File: src/rtl/instruction_cache.sv
// Direct-mapped, read-only instruction cache with same-cycle hits.
// A miss stalls the fetch port while a whole block is refilled from memory.
module instruction_cache #(
  parameter int INDEX_W  = 3,
  parameter int OFFSET_W = 2,
  parameter int ADDR_W   = 10
) (
  input  logic                               CLK,
  input  logic                               RESET,
  input  logic                               read,
  input  logic [ADDR_W-1:0]                  address,
  output logic [31:0]                        instruction,
  output logic                               busywait,
  output logic                               mem_read,
  output logic [ADDR_W-OFFSET_W-3:0]         mem_address,
  input  logic [32*(2**OFFSET_W)-1:0]        mem_readdata,
  input  logic                               mem_busywait
);

  localparam int TAG_W   = ADDR_W - INDEX_W - OFFSET_W - 2;
  localparam int LINES   = 2**INDEX_W;
  localparam int BLK_W   = 32 * (2**OFFSET_W);
  localparam int BADDR_W = ADDR_W - OFFSET_W - 2;
  localparam int LSB_W   = OFFSET_W + 5;

  typedef enum logic [1:0] {IDLE, MEM_READ, UPDATE} state_t;

  state_t               state;
  logic [LINES-1:0]     valid;
  logic [TAG_W-1:0]     tag_arr  [LINES];
  logic [BLK_W-1:0]     data_arr [LINES];
  logic [BADDR_W-1:0]   blk_addr;
  logic [BLK_W-1:0]     refill_blk;
  logic                 busy_r;

  logic [TAG_W-1:0]     tag;
  logic [INDEX_W-1:0]   index;
  logic [OFFSET_W-1:0]  offset;
  logic [TAG_W-1:0]     blk_tag;
  logic [INDEX_W-1:0]   blk_index;
  logic [BLK_W-1:0]     line_blk;
  logic [LSB_W-1:0]     word_lsb;
  logic                 hit;
  logic                 unused_addr_bits;

  assign tag              = address[ADDR_W-1 -: TAG_W];
  assign index            = address[OFFSET_W+2 +: INDEX_W];
  assign offset           = address[2 +: OFFSET_W];
  assign unused_addr_bits = ^address[1:0];
  assign blk_tag          = blk_addr[BADDR_W-1 -: TAG_W];
  assign blk_index        = blk_addr[INDEX_W-1:0];

  assign line_blk    = data_arr[index];
  assign word_lsb    = {offset, 5'b0};
  assign hit         = read & valid[index] & (tag_arr[index] == tag);
  assign instruction = hit ? line_blk[word_lsb +: 32] : 32'h0;

  // In IDLE the stall follows the lookup directly; RESET gates it so the CPU is released at once.
  assign busywait    = (state == IDLE) ? (read & ~hit & ~RESET) : busy_r;
  assign mem_address = blk_addr;

  always_ff @(posedge CLK or posedge RESET) begin
    if (RESET) begin
      state    <= IDLE;
      valid    <= '0;
      blk_addr <= '0;
      mem_read <= 1'b0;
      busy_r   <= 1'b0;
    end else begin
      case (state)
        IDLE: begin
          if (read && !hit) begin
            blk_addr <= {tag, index};
            mem_read <= 1'b1;
            busy_r   <= 1'b1;
            state    <= MEM_READ;
          end
        end
        MEM_READ: begin
          if (!mem_busywait) begin
            mem_read <= 1'b0;
            state    <= UPDATE;
          end
        end
        UPDATE: begin
          valid[blk_index] <= 1'b1;
          busy_r           <= 1'b0;
          state            <= IDLE;
        end
        default: state <= IDLE;
      endcase
    end
  end

  // Data path: no reset; an aborted refill never reaches UPDATE, so its block is never written.
  always_ff @(posedge CLK) begin
    if (state == MEM_READ && !mem_busywait) begin
      refill_blk <= mem_readdata;
    end
    if (state == UPDATE) begin
      data_arr[blk_index] <= refill_blk;
      tag_arr[blk_index]  <= blk_tag;
    end
  end

endmodule

File: config.mk
export PLATFORM = sky130hd
export DESIGN_NAME = instruction_cache
export DESIGN_NICKNAME = d
export VERILOG_FILES = /design/src/rtl/instruction_cache.sv
export SDC_FILE = /design/constraint.sdc
export NUM_CORES = 1
export LEC_CHECK = 0
export ABC_CLOCK_PERIOD_IN_PS = 15800
export CORE_MARGIN = 1.5
export CORE_UTILIZATION = 40
export DETAILED_ROUTE_END_ITERATION = 7
export GPL_TIMING_DRIVEN = 0
export PLACE_DENSITY = 0.55
export REMOVE_ABC_BUFFERS = 1
export SLEW_MARGIN = 5
export SYNTH_ARGS = -nofsm -noshare
export SYNTH_HDL_FRONTEND = slang
export SYNTH_SLANG_ARGS = --single-unit
File: constraint.sdc
create_clock -name CLK -period 15.8 [get_ports CLK]
set_input_delay 3.16 -clock CLK [delete_from_list [all_inputs] [get_ports CLK]]
set_output_delay 3.16 -clock CLK [all_outputs]
set_load 0.01 [all_outputs]
### Yosys cells after proc, flatten, opt, wreduce, memory -nomap -nowiden

Memory sizes are Yosys's and may differ from the RTL's.
Cells that the tools add are included.

| word-level totals | value |
|---|---|
| bits in writable memories | 1048 |
| register bits after elaboration | 146 |
| output and inout port bits | 40 |
| bits in read-only memories | 0 |
| bits in latches | 0 |
| input bits | 142 |
| memories kept | 2 |
| word-level logic and storage cells | 51 |

Memories:

| name | words | bits a word | rd ports | clocked after memory_dff | write ports | RTL line | text |
|---|---|---|---|---|---|---|---|
| data_arr | 8 | 128 | 1 | 0 | 1 | 31 | `logic [BLK_W-1:0] data_arr [LINES];` |
| tag_arr | 8 | 3 | 1 | 0 | 1 | 30 | `logic [TAG_W-1:0] tag_arr [LINES];` |

| cells by class | value |
|---|---|
| equality and inequality tests | 5 |
| multipliers | 0 |
| shift-type cells | 1 |
| bitwise operators | 7 |
| reduce and logical (&&, ||, !) cells | 12 |
| divide/modulo/power cells | 0 |
| mux-type cells | 15 |
| add/subtract/negate cells | 0 |
| order comparisons | 3 |

Operators with widths:

| operator | count |
|---|---|
| $shiftx A128 B8 Y32 | 1 |
| $mux W32 | 1 |
| $lt A3 B4 Y1 const B | 2 |
| $or A8 B8 Y8 | 1 |
| $mux W1 | 7 |
| $reduce_and A2 Y1 | 3 |
| $and A1 B1 Y1 | 4 |
| $mux W2 | 2 |
| $pmux W1 S2 | 2 |
| $pmux W2 S2 | 1 |
| $reduce_bool A2 Y1 | 2 |
| $bmux W1 S3 | 1 |
| $demux W1 S3 | 1 |
| $eq A3 B3 Y1 | 1 |
| $ge A3 B1 Y1 const B | 1 |
| $logic_and A1 B1 Y1 | 3 |
| $reduce_and A3 Y1 | 1 |
| $eq A2 B1 Y1 const B | 1 |
| $eq A2 B2 Y1 const B | 1 |
| $logic_not A1 Y1 | 2 |
| $logic_not A2 Y1 | 1 |
| $ne A2 B1 Y1 const B | 1 |
| $ne A2 B2 Y1 const B | 1 |
| $not A1 Y1 | 2 |

### Logic depth before layout (Yosys ltp)

Gate-level depths: netlist of the first run.

| logic depth | value |
|---|---|
| word-level depth | 8 |
| depth in mapped cells | 10 |
| gate-level depth less buffers | 6 |

### Worst setup path before layout of the first run

OpenSTA, ideal clock, no wires.

| timing path | value |
|---|---|
| path type | reg-to-reg |
| from | register state[0] |
| to | register valid[4] |
| cell stages (with the launch flop) | 4 |
| setup slack | 1.558 ns |
| clock period less this slack | 14.242 ns |
| data arrival time | 14.098 ns |
| path buffers | 1 |
| required time | 15.656 ns |
| library setup time | 0.144 ns |
| cell sequence | dfrtp_1 clkbuf_1 nor4_1 or2_2 |

| between the ends | value |
|---|---|
| cells in the longest elaborated chain, start to end | 1 |

Ends and longest elaborated chain:

| element | RTL line | text |
|---|---|---|
| from (decl) | 28 | `state_t state;` |
| from (signal assigned) | 64 | `state <= IDLE;` |
| from (signal assigned) | 76 | `state <= MEM_READ;` |
| from (signal assigned) | 82 | `state <= UPDATE;` |
| $eq A2 B2 Y1 | 70 | `case (state)` |
| to (signal assigned) | 65 | `valid <= '0;` |
| to (signal, indexed assignment) | 86 | `valid[blk_index] <= 1'b1;` |
| to (decl) | 29 | `logic [LINES-1:0] valid;` |

No other way between the ends.
A chain may end at the register's enable or synchronous reset.

### Final worst setup path of the first run

| timing path | value |
|---|---|
| from | input address[6] |
| to | output instruction[15] |

| between the ends | value |
|---|---|
| cells in the longest elaborated chain, start to end | 5 |
| elaborated cells between the ends (all ways) | 9 |
| classes of those cells | eq/ne: 1; shift: 1; mux: 3; bitwise: 2; memory: 2 |

Ends and longest elaborated chain:

| element | RTL line | text |
|---|---|---|
| from (decl) | 11 | `input logic [ADDR_W-1:0] address,` |
| branches (longest 4 deep; another with $mem_v2 Z8 W128) | -- |  |
| $mux W32 * | 56 | `assign instruction = hit ? line_blk[word_lsb +: 32] : 32'h0;` |
| to (decl) | 12 | `output logic [31:0] instruction,` |

Mark *: on every way between the ends. The select of a mux whose other input is x is not followed.

==> results.md, run 1 <==
* RD Place Congestion at 0.655
* Top-count cell post-synth: edfxtp_1
* VDD IR max at approximately 0.09 mV
* Pwr/cell area at around 130 nW/um^2
* CTS tree: done
* DR pass1 iterations at 5
* Clk pin slew, worst setup/hold paths at about 60 ps
* Register area share after synthesis at 80.1%
* Flop pwr share at between 50% and 60%
* Setup-failing EPs final at 0
* Final nets at roughly 2,300
* Core footprint at ~110,000 sq um
* Worst hold path class: reg2reg
* CTS H-tree depth at 3
* Gr usage total at roughly 17%
* Min Tclk post-route at between 10,000 and 15,000 ps
* Worst Reg-to-Reg Cells at 9
* CP arrival at 6860 ps
* Synth top area share at about four fifths
* Reg2reg end: data_arr[0][125]
* Syn Area/Cell at 24.3 sq um
* Cell variety after synth at 29
* Switching share of power at between 20% and 30%
* Measured slew at the worst slew-check pin at 855 ps
* Most frequent cells after synthesis: edfxtp_1 (1,176), mux4_2 (294), a211oi_1 (62)
* # Max-Cap Violations at 0
* Vias in the first global route at about 22,000
* WL per Instance at 24.8 microns
* DR vias/cell at approximately 5.2
* DIE AREA at between 100,000 and 150,000 sq um
* Crit path kind: in2out
* Normalized max-slew margin at between 40% and 50%
* Final Instance Area at between 50,000 and 60,000 sq um
* Worst Path Required at 12,640 ps
* Clock skew at approximately 24 ps
* Power, Total at slightly above 0.007 W
* Leakage at 17.0 nW
* Initial DRC Count at 1,381
* Tcrit/Tclk final at a little under two thirds
* Most used cell, CP: buf_16
* Final Max Tran Viols at 0
* Reg2reg start: state[1]
* Antenna violations before repair at 0
* Root buffer cell: clkbuf_16
* Clock Sinks at 1,194
* TNS Setup at 0 ps
* CTS Hold Bufs at 0
* Hpwl dp at about 60 mm
* Fin. Hold Viols at 0
* Ports at approximately 180
* Yosys reg bits at ~1,200
* Psw at between 0.0015 and 0.002 W
* Largest cells by area after synthesis: edfxtp_1 (79%), mux4_2 (15%), a211oi_1 (1.0%)
* Number of flops mapped to enable cells by yosys at ~1,200
* CTS resizes at 0
* CP Capture Type: primary output
* Drt drc at 0
* Fmax at ~100 MHz
* GRT overflow at 0
* Post-synth ARST share at under 10%
* Cell accounting for the most synthesized area: edfxtp_1
* Crit-path cells: buf_8 -> buf_16 -> mux4_2 -> xor2_1 -> nand4_1 -> or2_4 -> buf_16 -> nor2_1 -> clkdlybuf4s50_1
* Max clock buf depth at 3
* CP max stage delay at about 640 ps
* Critical path peak fanout at 87
* Cells on Worst Hold Path at 1
* Number of port buffers at 179
* Area delta synth->final at 20.2%
* Post-Synthesis Cell Area at between 40,000 and 50,000 sq um
* Type of origin of the critical path: primary input
* Share of cells above drive strength 1 at around 28%
* Min-Delay Endpoint: valid[7]
* Power share of the clock group at a little under two fifths
* Setup bufs post-CTS at 0
* Antenna viol nets, final at 0
* Slowest-stage cell, CP: clkdlybuf4s50_1
* Logic pwr share at 7.7%
* Post-Synthesis Cells at 1,835
* Clk_lat worst skew at approximately 690 ps
* Starting density of the core at about two fifths
* Inserted Clock Buffers at about 120
* Antenna cells at 0
* Status: finished clean
* Pint at around 0.0057 W
* Unrepaired setup endpoints after global routing: no
* Fillers at between 8,000 and 9,000
* Die W at 337 microns
* Die height at around 340 microns
* Routed vias at between 15,000 and 20,000
* Final core utilization at slightly below 50%
* Hold_sp: valid[7]
* Main flop type after synthesis: edfxtp_1
* Synthesis Warnings at 0
* First-pass GRT wire length at around 140 mm
* Largest net degree at the start of global routing at 88
* Instance area at placement at between 40,000 and 50,000 sq um
* Reg-to-reg slack, setup at 12,730 ps
* Number of core rows at 122
* Final wirelength at between 90 and 100 mm
[layout make-up]
class,instances,area [sq um],area share [%]
inverters,4,15.0,0.0280
clock inverters,52,479,0.893
clock buffers,171,3400,6.34
flip-flops and latches,1194,35800,66.7
multi-input cells,539,8350,15.6
well taps,1488,1860,3.47
repair buffers,336,3780,7.04
[metrics by stage]
| stage | cells | setup slack (ps) | hold WS [ps] |
|---|---|---|---|
| after floorplan | 1737 | 1580 | 434 |
| after global placement | 3404 | -14450 | 446 |
| after detailed placement | 3561 | 5630 | 452 |
| after CTS | 3784 | 5630 | 473 |
| after global routing | 3784 | 5570 | 495 |
| final | 3784 | 5780 | 466 |
[worst max-delay path: cells and delay by family]
kind,cells,cell delay [ps]
buffers and inverters,4,1790
multiplexers,1,420
XOR/XNOR,1,210
AND/OR/NAND/NOR,3,1100
[sequential cells by signal, summed over array words and instances, names as in the netlist]
register     flops
busy_r           1
data_arr      1024
refill_blk     128
state            2
mem_address      6
tag_arr         24
valid            8
mem_read         1
[power groups by stage]
stage | registers, W | clock network [W] | logic, W
final | 0.00390 | 0.00277 | 0.000555
after global routing | 0.00393 | 0.00296 | 0.000599
after CTS | 0.00391 | 0.00284 | 0.000573
after detailed placement | 0.00397 | 0 | 0.000571
after global placement | 0.00408 | 0 | 0.000630
after floorplan | 0.00398 | 0 | 0.000246
[layout by cell type, fill, tap and decap left out, types with 2 or more instances in the layout]
cell	n
buf_6	54
inv_6	3
nor2_4	3
xor2_1	3
clkinv_2	20
clkinv_1	18
mux2_2	7
edfxtp_1	1176
o21ai_0	3
nor2b_1	31
a211oi_1	62
clkbuf_8	10
nor3_2	4
buf_8	10
mux4_2	294
buf_16	17
clkdlybuf4s50_1	174
nand2_1	4
nor2_1	33
or2_2	8
mux2i_1	44
clkbuf_1	36
clkinvlp_4	2
buf_12	16
inv_1	4
nand4_1	2
dfrtp_1	18
nand3_1	2
a21oi_1	31
bufinv_16	9
buf_4	65
clkbuf_16	125
[worst max path at each step]
stage / slack (ps) / end / start / depth (start not counted)
global route: 5570 / instruction[15] / address[6] / 9
global placement: -14450 / valid[4] / mem_address[1] / 2
floorplan: 1580 / valid[4] / mem_address[1] / 2
finish: 5780 / instruction[15] / address[6] / 9
detailed placement: 5630 / instruction[15] / address[6] / 9
CTS: 5630 / instruction[15] / address[6] / 9
[cell families (layout without fill, tap and decap cells)]
logic type | Yosys count | count (layout) | synth area share (%)
mux | 345 | 345 | 16.0
buf+inv | 102 | 563 | 1.28
flops | 1194 | 1194 | 80.1
simple gates | 95 | 95 | 1.11
compound gates | 96 | 96 | 1.42
xor+xnor | 3 | 3 | 0.0589
[layer usage]
metal	share of wire [%]	track usage [%]
met5	0	0
met4	1.6	4.06
met3	3.8	2.58
met2	49	27.7
met1	45	23.8
(Power assumes the default switching activity.)
==> run 2, diff against run 1 <==
Settings changed: ABC_CLOCK_PERIOD_IN_PS 15800 to 8810, PLACE_DENSITY 0.55 to 0.57.
Clock period 15.8 ns to 8.81 ns, I/O delays scaled along.
==> run 2 against run 1 <==
  * Power grew 75%
  * Critical path type unchanged
  * Utilization down 0.36 points
  * Combinational power grew 77%
  * Largest cell class unchanged
  * Via count up 0.71%
  * Setup slack got worse by 5000 ps
  * Clock-buffer cell count fell by 13
  * Global-route usage decreased by 0.13 points
  * Critical endpoint is now instruction[3]
  * Final cell count decreased by 0.32%
  * Largest power group unchanged
  * Wire length decreased by 0.30%
==> results.md, run 2 (synthesized netlist as in run 1, its figures left out) <==
* Switching share of power at 21.9% (+0.33 points)
* VDD IR max at 0.162 mV (+81%)
* Final hold slack at 467 ps (+0.387 ps)
* Core footprint at 111,000 sq um (unchanged)
* CTS H-tree depth at 3 (unchanged)
* Final Max Tran Viols at 0 (unchanged)
* Area delta synth->final at 19.3%
* Power share of the clock group at 36.9% (-1.4 points)
* Leakage at 16.8 nW (-1.2%)
* CP max stage delay at 600 ps (-40 ps)
* Flop pwr share at 55.4% (+1.4 points)
* CP delay by family, top: buffers and inverters
* RD Place Congestion at 0.661 (+0.92%)
* Setup-failing EPs final at 0 (unchanged)
* Flip-flop count of the largest register after layout at 1,024 (unchanged)
* Critical path peak fanout at 65 (-25%)
* Largest Register: data_arr
* Final wirelength at 93.4 mm (-0.30%)
* Number of port buffers at 179 (unchanged)
* CP arrival at 6230 ps (-630 ps)
* Clock Sinks at 1,194 (unchanged)
* # Max-Cap Violations at 0 (unchanged)
* Initial DRC Count at 1,415 (+2.5%)
* Pwr/cell area at 238 nW/um^2 (+76%)
* Die W at 337 microns (unchanged)
* Clk_lat worst skew at 690 ps (about the same)
* Root buffer cell: clkbuf_16
* Leading cell type in the layout, fill and taps excluded: edfxtp_1
* Psw at 0.00277 W (+78%)
* Starting density of the core at 40.3% (unchanged)
* Logic pwr share at 7.8% (about the same)
* Status: finished clean
* DR pass1 iterations at 5 (unchanged)
* Fin. Hold Viols at 0 (unchanged)
* Antenna viol nets, final at 0 (unchanged)
* Drt drc at 0 (unchanged)
* Vias in the first global route at 21,600 (-0.84%)
* First-pass GRT wire length at 140 mm (-0.97%)
* CTS Hold Bufs at 0 (unchanged)
* Buf/Inv on CP at 6 (+2)
* Unrepaired setup endpoints after global routing: no
* Share of cells above drive strength 1 at 27.4% (-0.95 points)
* Slowest-stage cell, CP: clkdlybuf4s50_1
* Clock skew at 17.7 ps (-6.62 ps)
* Gr usage total at 16.7% (-0.13 points)
* Top Registers: data_arr: 1024 flops, refill_blk: 128 flops, tag_arr: 24 flops
* CP Capture Type: primary output
* Crit path kind: in2out
* Hpwl dp at 57.8 mm (-2.4%)
* Type of origin of the critical path: primary input
* Ports at 182 (unchanged)
* Largest net degree at the start of global routing at 90 (+2.3%)
* Max clock buf depth at 3 (unchanged)
* Most used cell, CP: buf_16
* Min Tclk post-route at about 8000 ps
* Fmax at 125 MHz
* Measured slew at the worst slew-check pin at 849 ps (-5.30 ps)
* Final nets at 2,334 (-0.17%)
* CTS tree: done
* Worst Path Required at 7050 ps (-5590 ps)
* Clk pin slew, worst setup/hold paths at 60 ps (about the same)
* Normalized max-slew margin at 43.2% (+0.53 points)
* CTS resizes at 0 (unchanged)
* Antenna violations before repair at 5 (+5)
* Worst hold path class: reg2reg
* WL per Instance at 24.8 microns (about the same)
* Most frequent cells in the layout: edfxtp_1 (1,176), mux4_2 (294), clkdlybuf4s50_1 (174)
* Crit-path cells: buf_8 -> buf_16 -> buf_16 -> buf_16 -> mux2i_1 -> mux4_2 -> xor2_1 -> nand4_1 -> or2_4 -> buf_12 -> nor2_1 -> clkdlybuf4s50_1
* DR vias/cell at 5.27 (+1.0%)
* Die height at 337 microns (unchanged)
* Antenna cells at 0 (unchanged)
* Routed vias at 19,900 (+0.71%)
* Setup bufs post-CTS at 0 (unchanged)
* GRT overflow at 0 (unchanged)
* Inserted Clock Buffers at 119 (-1.7%)
* DIE AREA at 114,000 sq um (unchanged)
* Tcrit/Tclk final at about nine tenths
* Final core utilization at 48.1% (-0.36 points)
* Pint at 0.00988 W (+74%)
* Number of core rows at 122 (unchanged)
-- run 2: cell count changes in the layout (fill, tap and decap cells not counted), sizes merged --
| cell | change |
|---|---|
| clkbuf | -13 |
| clkinv | +8 |
| buf | -2 |
| bufinv | -5 |
-- run 2: worst reg2reg max path, delay by kind of cell, from the launching register on --
kind,cells,cell delay (ps)
flops,1,490
simple gates,2,980
buf+inv,6,1320
-- run 2: per-stage QoR --
stage,power (W),worst slack [ps],TNS (ps),area (sq um),instances
after detailed placement,0.00813,658,0,49700,3559
after global placement,0.00844,-21080,-,47700,3404
after global routing,0.0131,457,0,53300,3772
after CTS,0.0128,647,0,53300,3772
after floorplan,0.00758,-5410,-1877160,44100,1737
final,0.0127,814,0,53300,3772
-- run 2: path summary, 6_finish.rpt --
path	slack [ps]	from	endpoint	cells past startpoint
worst max-delay path	810	address[4]	instruction[3]	12
worst min-delay path	470	valid[6]	valid[6]	1
worst max register to register	5730	state[1]	data_arr[0][45]	8
worst min register to register	470	valid[6]	valid[6]	1
max in group asynchronous	6820	RESET	valid[3]	2
min in group asynchronous	1510	RESET	valid[1]	2
-- run 2: per-layer routing --
layer  part of all wire [%]  up-vias  track usage [%]
met2                     50      420             27.6
met3                    4.4      137             2.98
met4                    1.9        6             3.97
met1                     44    10800             23.3
met5                  0.044        -                0
li1                       -     8566                -
-- run 2: layout make-up --
class	count	area, sq um
Tap cell	1488	1860
Clock inverter	55	352
Inverter	4	15.0
Clock buffer	158	3210
Fill cell	8899	57400
Timing Repair Buffer	334	3700
Multi-Input combinational cell	539	8350
Sequential cell	1194	35800
-- run 2: power by group through the flow --
stage	combinational (W)	sequential [W]	clock (W)
after CTS	0.00101	0.00701	0.00480
after global routing	0.00106	0.00705	0.00500
final	0.000983	0.00701	0.00466
after floorplan	0.000442	0.00714	0
after detailed placement	0.00101	0.00712	0
after global placement	0.00112	0.00732	0
